--- src/rtl/instr_sequencer.sv ---
// Fetch/decode/sequence stage: fetches 16-bit instructions from a synchronous ROM and
// steps each through FETCH/DECODE/EXEC/WRITEBACK. Define SEQ_JUMP_EN to enable opcode 0xE as JMP.
module instr_sequencer #(
    parameter int PC_WIDTH    = 8,
    parameter int INSTR_WIDTH = 16
) (
    input  logic                   CLK,
    input  logic                   RST_N,
    input  logic                   Start,
    output logic [PC_WIDTH-1:0]    IAddr,
    input  logic [INSTR_WIDTH-1:0] IData,
    input  logic                   ExecBusy,
    output logic [2:0]             A1,
    output logic [2:0]             A2,
    output logic [2:0]             Destination,
    output logic [3:0]             Opcode,
    output logic                   OpValid,
    output logic                   WriteEn,
    output logic                   Running,
    output logic                   Halted
);

    typedef enum logic [2:0] {
        S_IDLE,
        S_FETCH,
        S_DECODE,
        S_EXEC,
        S_WRITEBACK,
        S_HALTED
    } state_e;

    localparam logic [3:0] OP_NOP  = 4'h0;
    localparam logic [3:0] OP_JMP  = 4'hE;
    localparam logic [3:0] OP_HALT = 4'hF;

    state_e              state_q;
    logic [PC_WIDTH-1:0] pc_q;
    logic                armed_q;
    logic [2:0]          a1_q;
    logic [2:0]          a2_q;
    logic [2:0]          dest_q;
    logic [3:0]          opcode_q;
    logic                opValid_q;
    logic                writeEn_q;
    logic                running_q;
    logic                halted_q;

    logic [3:0]          instrOp;
    logic                isNop;
    logic                startOk;
    logic [PC_WIDTH-1:0] pcPlusOne;
    logic                unusedBits;

    assign instrOp   = IData[15:12];
    assign startOk   = Start && armed_q;
    assign pcPlusOne = pc_q + PC_WIDTH'(1);
    assign unusedBits = ^IData[2:0];

`ifdef SEQ_JUMP_EN
    logic [PC_WIDTH-1:0] jumpTarget;
    assign jumpTarget = PC_WIDTH'(IData[7:0]);
    assign isNop      = (instrOp == OP_NOP);
`else
    // Without jump support the JMP encoding is simply another flavour of NOP.
    assign isNop      = (instrOp == OP_NOP) || (instrOp == OP_JMP);
`endif

    // armed_q blocks a Start that arrives on the very first edge after reset release.
    always_ff @(posedge CLK or negedge RST_N) begin
        if (!RST_N) begin
            state_q   <= S_IDLE;
            pc_q      <= '0;
            armed_q   <= 1'b0;
            a1_q      <= '0;
            a2_q      <= '0;
            dest_q    <= '0;
            opcode_q  <= '0;
            opValid_q <= 1'b0;
            writeEn_q <= 1'b0;
            running_q <= 1'b0;
            halted_q  <= 1'b0;
        end else begin
            armed_q <= 1'b1;
            unique case (state_q)
                S_IDLE: begin
                    if (startOk) begin
                        state_q   <= S_FETCH;
                        pc_q      <= '0;
                        running_q <= 1'b1;
                    end
                end
                S_FETCH: begin
                    state_q <= S_DECODE;
                end
                S_DECODE: begin
                    opcode_q <= instrOp;
                    dest_q   <= IData[11:9];
                    a1_q     <= IData[8:6];
                    a2_q     <= IData[5:3];
                    if (instrOp == OP_HALT) begin
                        state_q   <= S_HALTED;
                        running_q <= 1'b0;
                        halted_q  <= 1'b1;
`ifdef SEQ_JUMP_EN
                    end else if (instrOp == OP_JMP) begin
                        state_q <= S_FETCH;
                        pc_q    <= jumpTarget;
`endif
                    end else if (isNop) begin
                        state_q <= S_FETCH;
                        pc_q    <= pcPlusOne;
                    end else begin
                        state_q   <= S_EXEC;
                        opValid_q <= 1'b1;
                    end
                end
                S_EXEC: begin
                    if (!ExecBusy) begin
                        state_q   <= S_WRITEBACK;
                        opValid_q <= 1'b0;
                        writeEn_q <= 1'b1;
                    end
                end
                S_WRITEBACK: begin
                    state_q   <= S_FETCH;
                    writeEn_q <= 1'b0;
                    pc_q      <= pcPlusOne;
                end
                S_HALTED: begin
                    if (startOk) begin
                        state_q   <= S_FETCH;
                        pc_q      <= '0;
                        halted_q  <= 1'b0;
                        running_q <= 1'b1;
                    end
                end
                default: begin
                    state_q <= S_IDLE;
                end
            endcase
        end
    end

    assign IAddr       = pc_q;
    assign A1          = a1_q;
    assign A2          = a2_q;
    assign Destination = dest_q;
    assign Opcode      = opcode_q;
    assign OpValid     = opValid_q;
    assign WriteEn     = writeEn_q;
    assign Running     = running_q;
    assign Halted      = halted_q;

endmodule
--- config.mk ---
export PLATFORM = sky130hd
export DESIGN_NAME = instr_sequencer
export DESIGN_NICKNAME = d
export VERILOG_FILES = /design/src/rtl/instr_sequencer.sv
export SDC_FILE = /design/constraint.sdc
export NUM_CORES = 1
export LEC_CHECK = 0
export BUFFER_PORTS_ARGS = -buffer_cell sky130_fd_sc_hd__buf_4
export CORE_MARGIN = 1.5
export CORE_UTILIZATION = 44
export CTS_CLUSTER_DIAMETER = 50
export DETAILED_ROUTE_END_ITERATION = 6
export PLACE_DENSITY = 0.86
export REMOVE_ABC_BUFFERS = 1
export SYNTH_ARGS = -nofsm -noshare
export SYNTH_HDL_FRONTEND = slang
export SYNTH_SLANG_ARGS = --single-unit
--- constraint.sdc ---
create_clock -name CLK -period 1.8 [get_ports CLK]
set_input_delay 0.18 -clock CLK [delete_from_list [all_inputs] [get_ports CLK]]
set_output_delay 0.18 -clock CLK [all_outputs]
set_load 0.05 [all_outputs]
# [After elaboration in Yosys (flattened, before gate mapping)]
# Index checks and enable logic that the tools add are counted.
[op_classes] n_addsub=1 n_mul=0 n_div=0 magnitude_cmp=0 n_eq_ne=14 n_shift=0 muxes=21 n_bitwise=0 reduce_logical=16
[op_table] cell="$mux W8" n=3
[op_table] cell="$pmux W8 S3" n=1
[op_table] cell="$pmux W3 S5" n=1
[op_table] cell="$ne A2 B2 Y1 const B" n=6
[op_table] cell="$mux W3" n=3
[op_table] cell="$add A8 B1 Y8 const B" n=1
[op_table] cell="$eq A4 B4 Y1 const B" n=2
[op_table] cell="$mux W1" n=8
[op_table] cell="$pmux W1 S2" n=4
[op_table] cell="$reduce_and A4 Y1" n=2
[op_table] cell="$reduce_bool A2 Y1" n=4
[op_table] cell="$eq A3 B2 Y1 const B" n=2
[op_table] cell="$eq A3 B3 Y1 const B" n=2
[op_table] cell="$reduce_and A3 Y1" n=2
[op_table] cell="$logic_not A4 Y1" n=1
[op_table] cell="$reduce_and A2 Y1" n=2
[op_table] cell="$eq A3 B1 Y1 const B" n=1
[op_table] cell="$logic_not A3 Y1" n=1
[op_table] cell="$reduce_bool A3 Y1" n=1
[op_table] cell="$mux W2" n=1
[op_table] cell="$ne A2 B1 Y1 const B" n=1
[op_table] cell="$reduce_or A2 Y1" n=1
[op_table] cell="$logic_and A1 B1 Y1" n=1
[op_table] cell="$logic_or A1 B1 Y1" n=1
[totals] reg_bits=29 latchBits=0 ram_bits=0 mem_bits_ro=0 inputBits=20 memories=0

# [Longest topological paths before layout]
# Gate-level depths: netlist (run 1).
[logic_depth] depth_word=5 mapped_depth=6 depth_no_buf=5

# [Worst setup path before layout (run 1)]
# Ideal clock, no wire load.
[synth_timing] kind="reg2reg" startpoint="register state_q[2]" endpoint="register pc_q[6] (netlist: IAddr[6])" setup_ns=0.126 t_arrival_ns=1.632 required_time_ns=1.674 setup_slack_ns=0.042 stages_incl_launch_ff=7 n_path_buf=2 cell_sequence="dfrtp_1 buf_6 or3b_1 buf_2 o21bai_4 and2_4 a221o_1"
[synth_via] elab_chain_cells=4 word_cells_on_any_way=11 cone_classes="eq/ne: 6; mux: 1; reduce/logical: 4"
[synth_lines] element="from (decl)" line="36" text="state_e state_q;"
[synth_lines] element="from (signal assigned)" line="71" text="state_q <= S_IDLE;"
[synth_lines] element="from (signal assigned)" line="87" text="state_q <= S_FETCH;"
[synth_lines] element="from (signal assigned)" line="93" text="state_q <= S_DECODE;"
[synth_lines] element="$eq A3 B3 Y1 or $logic_not A3 Y1 (tied branches)" line="84" text="unique case (state_q)"
[synth_lines] element="$reduce_or A2 Y1 (no line)"
[synth_lines] element="$ne A2 B1 Y1 (no line) or $reduce_bool A3 Y1 (tied branches)"
[synth_lines] element="$reduce_and A4 Y1 (no line)"
[synth_lines] element="to (signal assigned)" line="111" text="pc_q <= pcPlusOne;"
[synth_lines] element="to (signal assigned)" line="127" text="pc_q <= pcPlusOne;"
[synth_lines] element="to (decl)" line="37" text="logic [PC_WIDTH-1:0] pc_q;"
# Parallel ways exist; a longest one is shown, timed or not.
# A chain may end at the register's enable or synchronous reset.

# [Worst setup path after layout (run 1)]
[layout_timing] startpoint="register state_q[1]" endpoint="register pc_q[6] (netlist: IAddr[6])"
# Same word-level chain as after synthesis.

==> impl_metrics.ini, run 1 <==
[run_status]
status = finished clean

[clock_network]
clock_sinks = 29
clk_pin_slew_ps = 90
cts_resized = 0
post_cts_buffers = 0
cts-root-buf = clkbuf_4
clock_path_buffers = 2
numCtsBuffers = 5
clock_latency_ps = 310
cts_tree = yes
hold_buffers = 1
h-tree-depth = 2

[power_and_ir_drop]
share_comb_of_total_power = 0.562
totalPowerFinal_w = 0.00382
power_frac_seq = 0.296
p_leak_nw = 0.836
pwr-share-clk = 0.142
p_int_w = 0.00205
p_sw_frac = 0.462
power.density_nw_per_um2 = 2100
ir_drop_mv = 1.21
power_switching_w = 0.00177

[worst_setup_path]
startpoint = state_q[1]$_DFFE_PN0P_
critPathLaunchType = flop
r2r-start = state_q[1]$_DFFE_PN0P_
endpoint = IAddr[6]$_DFFE_PN0P_
cp.required_ps = 1990
crit_fanout = 8
critPathKind = flop to flop
rrSetupSlack_ps = 100
r2r_end = IAddr[6]$_DFFE_PN0P_
endpoint_kind = flop
reg2regPathDepth = 4
arrival_ps = 1890

[global_route]
grt_pass1_wl_um = 4820
grt_pass1_vias = 1150
track_usage = 0.186
antenna_found_initial = 0
grt_max_degree = 30
gr-total-overflow = 0

[routing]
drt_iter0_markers = 33
drt_wl_total_um = 2890
drc = 0
wire_per_inst_um = 14.4
ant_nets = 0
vias = 1137
vias_per_cell = 5.66
first_pass_iters = 4

[yosys]
syn_area_per_cell_um2 = 11.6
ys_top_cells_by_count = dfrtp_1, mux2_2, a21oi_1, nor2_1, o21ai_0
syn-cell-area_um2 = 1380
async_reset_ff_frac = 1.00
synthFlopType = dfrtp_1
ys_ff_latch = 29
synthCells = 119
post-synth-top-area-fraction = 0.527
yosys.area.top_type = dfrtp_1
yosysSeqAreaShare = 0.527
synth.distinct_cells = 36
yosys_warnings = 0
synth.area.top_cells = dfrtp_1, mux2_2, a22o_1
synth_edf_count = 0
synth_most_common_cell = dfrtp_1

[floorplanning]
die_h_um = 58.9
fp.dieW_um = 58.9
rows = 20
start_util = 0.458
core-area_um2 = 3000
pin_count = 45
dieArea_um2 = 3470

[timing]
skew_ps = 9.04
fmax_mhz = 589
slew_violations = 0
setup-violations-final = 0
fin_crit_sh = 0.944
rsz0062_at_grt = no
period_minus_slack_ps = 1700
hold_viol_final = 0

[placement]
placed_cell_area_um2 = 1720
place_hpwl_um = 2190
gp_congestion = 0.849
port_buffers = 41

[layout]
design_area_um2 = 1820
nNetsFinal = 188
area_growth_pct = 32.2
num_antenna_cells = 0
drive_gt1_frac = 0.417

[flow_run]
drv_cap = 0

[hold_path]
hp-class = primary input to flop
hold_depth = 2
-- state kept, by name, summed over array words and instances (netlist names) --
name         cells
A1               3
Opcode           4
state_q          3
armed_q          1
OpValid          1
WriteEn          1
Destination      3
Halted           1
IAddr            8
Running          1
A2               3
-- stage by stage --
| step | setup TNS (ps) | std cells | util | worst slack, ps | hold WS (ps) |
|---|---|---|---|---|---|
| detailed placement | 0 | 192 | 0.574 | 118 | 116 |
| finish | 0 | 201 | 0.606 | 101 | 92.3 |
| CTS | 0 | 201 | 0.606 | 101 | 79.5 |
| global route | 0 | 201 | 0.606 | 7.55 | 75.8 |
| global placement | 0 | 192 | 0.574 | 169 | 113 |
| floorplan | -584 | 115 | - | -133 | -116 |
-- logic make-up (layout without fill, tap and decap cells) --
| kind of cell | after synthesis | in the layout | share of synthesized area |
|---|---|---|---|
| flops | 29 | 29 | 0.527 |
| other cells | 1 | 1 | 0.00272 |
| mux | 14 | 14 | 0.115 |
| compound gates | 34 | 34 | 0.179 |
| simple gates | 32 | 32 | 0.135 |
| fa+ha+maj | 1 | 1 | 0.00909 |
| xor+xnor | 1 | 1 | 0.00636 |
| buf+inv | 7 | 56 | 0.0255 |
-- worst min path at each step --
stage,start,endpoint
5_1_grt,IData[6],A1[0]$_DFFE_PN0N_
3_3_place_gp,RST_N,Opcode[3]$_DFFE_PN0N_
3_5_place_dp,RST_N,Opcode[2]$_DFFE_PN0N_
2_1_floorplan,RST_N,A1[0]$_DFFE_PN0N_
6_report,IData[3],A2[0]$_DFFE_PN0N_
4_1_cts,IData[3],A2[0]$_DFFE_PN0N_
-- power by group through the flow --
stage | clock network (W) | registers [W] | logic, W
after global placement | 0 | 0.00111 | 0.00211
after CTS | 0.000555 | 0.00113 | 0.00216
final | 0.000541 | 0.00113 | 0.00215
after global routing | 0.000580 | 0.00117 | 0.00227
after detailed placement | 0 | 0.00114 | 0.00215
after floorplan | 0 | 0.00197 | 0.000651
-- cell usage in the layout (no fill, tap or decap), drive strengths merged, types with 2 or more instances in the layout --
master and instances:
mux2 14, o21ai 8, a221o 2, and2 4
nand3 2, buf 44, a31oi 3, inv 3
nand2 7, a22o 6, nor2 8, clkbuf 7
a21oi 8, nand4 2, dfrtp 29
-- worst max-delay path, stage by stage (launching register included) --
cell      delay (ps)
dfrtp_1          430
or3b_1           390
o21bai_4         220
and2_4           180
a221o_1          350
-- routing by layer --
metal  part of all wire  routed length (um)  vias to the layer above  track usage
met5                  0                   0                        -            0
met4              0.018                  51                        0        0.114
met3              0.040                 115                        5       0.0352
met2               0.52                1490                       32        0.314
met1               0.42                1230                      559        0.217
li1                   -                   -                      541            -
-- layout make-up --
cell class | instances | area, um2
fill | 257 | 1180
tap | 33 | 41.3
multi-input combinational | 83 | 616
inverter | 3 | 11.3
timing repair buffer | 45 | 340
clock inverter | 1 | 30.0
clock buffer | 7 | 55.1
sequential | 29 | 726
Power figures use the tool's default switching activity.
==> run 2, diff against run 1 <==
--- a/config.mk
+++ b/config.mk
@@ -5,7 +5,7 @@
 export SDC_FILE = /design/constraint.sdc
 export NUM_CORES = 1
 export LEC_CHECK = 0
-export BUFFER_PORTS_ARGS = -buffer_cell sky130_fd_sc_hd__buf_4
+export BUFFER_PORTS_ARGS = -buffer_cell sky130_fd_sc_hd__buf_2
 export CORE_MARGIN = 1.5
 export CORE_UTILIZATION = 44
 export CTS_CLUSTER_DIAMETER = 50
==> run 2 against run 1 <==
Against the previous run: die area unchanged; clock skew fell by 2.6 ps; critical path depth did not move; flip-flop and latch count stayed put; combinational power shrank 8%; via count fell by 0.18%; core utilization fell by 3.9 points; largest cell class unchanged; highest routed layer unchanged.
==> impl_metrics.ini, run 2 (synthesis gave the netlist of run 1 again) <==
[timing]
hold_viol_final = 0
worst_slew_pin_slew_ps = 611
skew_ps = 6.41
relSlewSlack = 0.593
fmax_mhz = 591
slew_violations = 0
rsz0062_at_grt = no
fin_ws_ps = 108
setup-violations-final = 0
period_minus_slack_ps = 1690
fin_crit_sh = 0.940
holdWs_ps = 92.2
fin_setup_tns_ps = 0

[hold_path]
hold_depth = 2
hp-class = primary input to flop
holdPathEnd = Destination[0]$_DFFE_PN0N_
min_from = IData[9]

[floorplanning]
fp.dieW_um = 58.9
start_util = 0.458
die_h_um = 58.9
dieArea_um2 = 3470
rows = 20
pin_count = 45
core-area_um2 = 3000

[worst_setup_path]
crit_buf_inv = 0
crit_fanout = 8
rrSetupSlack_ps = 110
critPathKind = flop to flop
cp.required_ps = 2000
reg2regPathDepth = 4
slowest_stage = dfrtp_2
critPathLaunchType = flop
path_delay_family = compound AO/OA/AOI/OAI gates
crit_chain = or3b_1 > o21bai_4 > and2_4 > a221o_1
endpoint_kind = flop
startpoint = state_q[1]$_DFFE_PN0P_
r2r_end = IAddr[7]$_DFFE_PN0P_
arrival_ps = 1890
r2r-start = state_q[1]$_DFFE_PN0P_
slowest_delay_ps = 420

[placement]
dp.cells = 192
gp_congestion = 0.835
placed_cell_area_um2 = 1620
place_hpwl_um = 2090
port_buffers = 41
place_ws_ps = 86.1

[flow_run]
drv_cap = 0

[layout]
design_area_um2 = 1700
final_cell_mix = buf_2, dfrtp_1, mux2_2
stdcell_count = 201
num_antenna_cells = 0
final_common_cell = buf_2
nNetsFinal = 188
area_growth_pct = 23.7
drive_gt1_frac = 0.429
largest_reg_flops = 8

[routing]
vias = 1135
wire_per_inst_um = 13.9
ant_nets = 0
drt_wl_total_um = 2790
vias_per_cell = 5.65
drt_iter0_markers = 46
first_pass_iters = 4
drc = 0

[clock_network]
clock_sinks = 29
numCtsBuffers = 5
h-tree-depth = 2
clock_path_buffers = 2
cts_tree = yes
cts-root-buf = clkbuf_4
clock_latency_ps = 320
clk_pin_slew_ps = 90

[global_route]
grt_pass1_wl_um = 4620
antenna_found_initial = 0
gr-total-overflow = 0
grt_pass1_vias = 1066
track_usage = 0.178
grt_max_degree = 30

[run_status]
status = finished clean

[power_and_ir_drop]
p_leak_nw = 0.800
ir_drop_mv = 1.37
power.density_nw_per_um2 = 2080
run 2: layer usage:
layer  track usage  vias to the layer above  share of wire
met2         0.286                       30           0.50
met4        0.0714                        0          0.012
li1              -                      534              -
met3        0.0659                        6          0.039
met1         0.218                      565           0.45
met5             0                        -              0
run 2: cell type report:
class	count	area (um2)
fill	260	1300
sequential	29	727
multi-input combinational	83	616
timing repair buffer	45	238
clock buffer	7	65.1
tap	33	41.3
inverter	3	11.3
clock inverter	1	5.00
run 2: worst max-delay path by stage:
stage | slack [ps] | cells past startpoint | end
2_1_floorplan | -130 | 4 | IAddr[6]$_DFFE_PN0P_
3_3_place_gp | 170 | 4 | IAddr[7]$_DFFE_PN0P_
3_5_place_dp | 90 | 4 | IAddr[7]$_DFFE_PN0P_
4_1_cts | 70 | 4 | IAddr[7]$_DFFE_PN0P_
5_1_grt | 40 | 4 | IAddr[7]$_DFFE_PN0P_
6_report | 110 | 4 | IAddr[7]$_DFFE_PN0P_
run 2: where the power goes:
part,total (W),internal [W],switching (W)
combinational,0.00198,0.000644,0.00134
sequential,0.00112,0.000929,0.000193
clock,0.000435,0.000226,0.000209
run 2: worst register-to-register path, cell delays in order (launching register included):
cell and delay (ps):
dfrtp_2 420, or3b_1 390, o21bai_4 220, and2_4 180, a221o_1 360
run 2: through the flow:
step / power, W / util
after floorplan: 0.00262 / -
after global routing: 0.00375 / 0.567
after detailed placement: 0.00312 / 0.540
after CTS: 0.00356 / 0.567
final: 0.00354 / 0.567
after global placement: 0.00306 / 0.540
run 2: what timing repair did:
| item | CTS | global route |
|---|---|---|
| gates resized for setup | 0 | 1 |
| setup endpoints to repair | 0 | 1 |
| setup buffers | 0 | 0 |
| hold buffers | 1 | 0 |
| endpoints found under the hold margin | 29 | 0 |
==> run 3, diff against run 2 <==
--- a/config.mk
+++ b/config.mk
@@ -5,9 +5,10 @@
 export SDC_FILE = /design/constraint.sdc
 export NUM_CORES = 1
 export LEC_CHECK = 0
+export ABC_AREA = 1
 export BUFFER_PORTS_ARGS = -buffer_cell sky130_fd_sc_hd__buf_2
 export CORE_MARGIN = 1.5
-export CORE_UTILIZATION = 44
+export CORE_UTILIZATION = 45
 export CTS_CLUSTER_DIAMETER = 50
 export DETAILED_ROUTE_END_ITERATION = 6
 export PLACE_DENSITY = 0.86
==> run 3 against run 2 <==
Against the previous run: count of clock-buffer cells in the layout decreased by 1; die area increased by 2.4%; setup slack improved by 280 ps; synthesized cell count increased by 59%; wire length increased by 6.9%; core utilization increased by 0.67 points; via count increased by 16%; worst hold slack got worse by 58 ps; largest power group unchanged; clock skew decreased by 3.3 ps; power decreased by 3.2%.
==> impl_metrics.ini, run 3 <==
[run_status]
status = finished clean

[yosys]
syn_area_per_cell_um2 = 7.64
ys_top_cells_by_count = nand2_1, dfrtp_1, nor2_1, inv_1, nand3_1
yosysSeqAreaShare = 0.503
synth.distinct_cells = 22
post-synth-top-area-fraction = 0.503
yosys_warnings = 0
synth.area.top_cells = dfrtp_1, nand2_1, nor2_1
synthFlopType = dfrtp_1
yosys.area.top_type = dfrtp_1
ys_ff_latch = 29
synthCells = 189
synth_edf_count = 0
syn-cell-area_um2 = 1440
synth_most_common_cell = nand2_1
async_reset_ff_frac = 1.00

[global_route]
grt_pass1_vias = 1195
grt_max_degree = 30
antenna_found_initial = 0
grt_pass1_wl_um = 4770
track_usage = 0.182
gr-total-overflow = 0

[power_and_ir_drop]
share_comb_of_total_power = 0.565
pwr-share-clk = 0.110
power_switching_w = 0.00190
p_int_w = 0.00153
p_leak_nw = 0.991
p_sw_frac = 0.555
power_frac_seq = 0.325
ir_drop_mv = 1.06
power.density_nw_per_um2 = 1960

[timing]
relSlewSlack = 0.574
period_minus_slack_ps = 1410
setup-violations-final = 0
slew_violations = 0
worst_slew_pin_slew_ps = 640
fin_setup_tns_ps = 0
fin_ws_ps = 390
fin_crit_sh = 0.783
rsz0062_at_grt = no
hold_viol_final = 0
fmax_mhz = 709
skew_ps = 3.11

[clock_network]
cts_tree = yes
post_cts_buffers = 0
numCtsBuffers = 5
cts-root-buf = clkbuf_4
h-tree-depth = 2
clk_pin_slew_ps = 90
clock_path_buffers = 2
clock_sinks = 29
clock_latency_ps = 330

[placement]
place_hpwl_um = 2150
gp_congestion = 0.847
place_ws_ps = 402
port_buffers = 41

[layout]
drive_gt1_frac = 0.270
largest_reg_flops = 8
nNetsFinal = 257
area_growth_pct = 21.3
num_antenna_cells = 0
final_cell_mix = nand2_1, buf_2, dfrtp_1
final_common_cell = nand2_1

[worst_setup_path]
arrival_ps = 1680
cp.required_ps = 2070
crit_fanout = 13
r2r-start = state_q[2]$_DFFE_PN0P_
critPathLaunchType = flop
endpoint_kind = flop
critPathKind = flop to flop
startpoint = state_q[2]$_DFFE_PN0P_

[routing]
ant_nets = 0
vias = 1314
first_pass_iters = 6
drt_wl_total_um = 2990
wire_per_inst_um = 10.6
drc = 0
drt_iter0_markers = 64
vias_per_cell = 4.68

[hold_path]
min_from = IData[4]
hp-class = primary input to flop

[floorplanning]
pin_count = 45
fp.dieW_um = 59.6
core-area_um2 = 3050
rows = 20
start_util = 0.473
die_h_um = 59.6
dieArea_um2 = 3560

[flow_run]
drv_cap = 0
run 3: cell types whose count changed in the layout (fill, tap and decap cells not counted), sizes merged, moves of 6 or more:
cell   delta
a22o      -6
nand3     +7
nand2    +92
nor2     +12
mux2     -14
a21oi     -6
inv      +11
run 3: worst paths after layout:
path                       slack (ps)                          to  depth (start not counted)
setup reg to reg                  390        IAddr[2]$_DFFE_PN0P_                          7
hold / removal                     30           A2[1]$_DFFE_PN0N_                          3
max in group asynchronous         980        IAddr[6]$_DFFE_PN0P_                          2
setup / recovery                  390        IAddr[2]$_DFFE_PN0P_                          7
hold reg to reg                   480  Destination[1]$_DFFE_PN0N_                          2
min in group asynchronous         400        IAddr[4]$_DFFE_PN0P_                          2
run 3: routing by layer:
metal,vias to the layer above,global-route usage,share of wire
met5,-,0,0
li1,674,-,-
met4,0,0.0857,0.015
met2,42,0.314,0.50
met1,593,0.206,0.43
met3,5,0.0480,0.055
run 3: per-stage QoR:
step	instance area (um2)	util	std cells	power (W)	hold slack, ps
6_report	1750	0.574	281	0.00343	34.5
5_1_grt	1750	0.574	281	0.00368	26.3
4_1_cts	1750	0.574	281	0.00347	14.6
3_5_place_dp	1690	0.554	272	0.00308	243
3_3_place_gp	1690	0.554	272	0.00303	239
2_1_floorplan	1420	-	186	0.00260	-116
run 3: logic make-up (layout without fill, tap and decap cells):
| group | Yosys count | count (layout) | share of synthesized area |
|---|---|---|---|
| other cells | 1 | 1 | 0.00260 |
| compound gates | 9 | 9 | 0.0399 |
| flops | 29 | 29 | 0.503 |
| fa+ha+maj | 1 | 1 | 0.00866 |
| buf+inv | 17 | 65 | 0.0511 |
| simple gates | 132 | 132 | 0.395 |
run 3: critical path: stages, from the launching register on:
cell and delay [ps]:
dfrtp_1 470, inv_2 120, nand3_2 130, inv_2 220
nand3_2 120, nand3_2 170, nand2_1 70, nand2_1 70
run 3: area by class of cell:
class	instances	area (um2)
clock inverter	2	10.0
clock buffer	6	41.3
sequential	29	726
inverter	14	52.6
fill	323	1300
timing repair buffer	43	223
multi-input combinational	143	644
tap	44	55.1
run 3: power by group through the flow:
| stage | clock network (W) | logic, W | registers [W] |
|---|---|---|---|
| after CTS | 0.000393 | 0.00196 | 0.00112 |
| after detailed placement | 0 | 0.00196 | 0.00112 |
| after floorplan | 0 | 0.000733 | 0.00187 |
| after global placement | 0 | 0.00191 | 0.00111 |
| after global routing | 0.000422 | 0.00211 | 0.00115 |
| final | 0.000377 | 0.00194 | 0.00112 |
run 3: what timing repair did:
item,CTS,global route
gates resized for setup,0,0
setup endpoints to repair,0,0
hold buffers,1,0
hold endpoints to repair,29,0
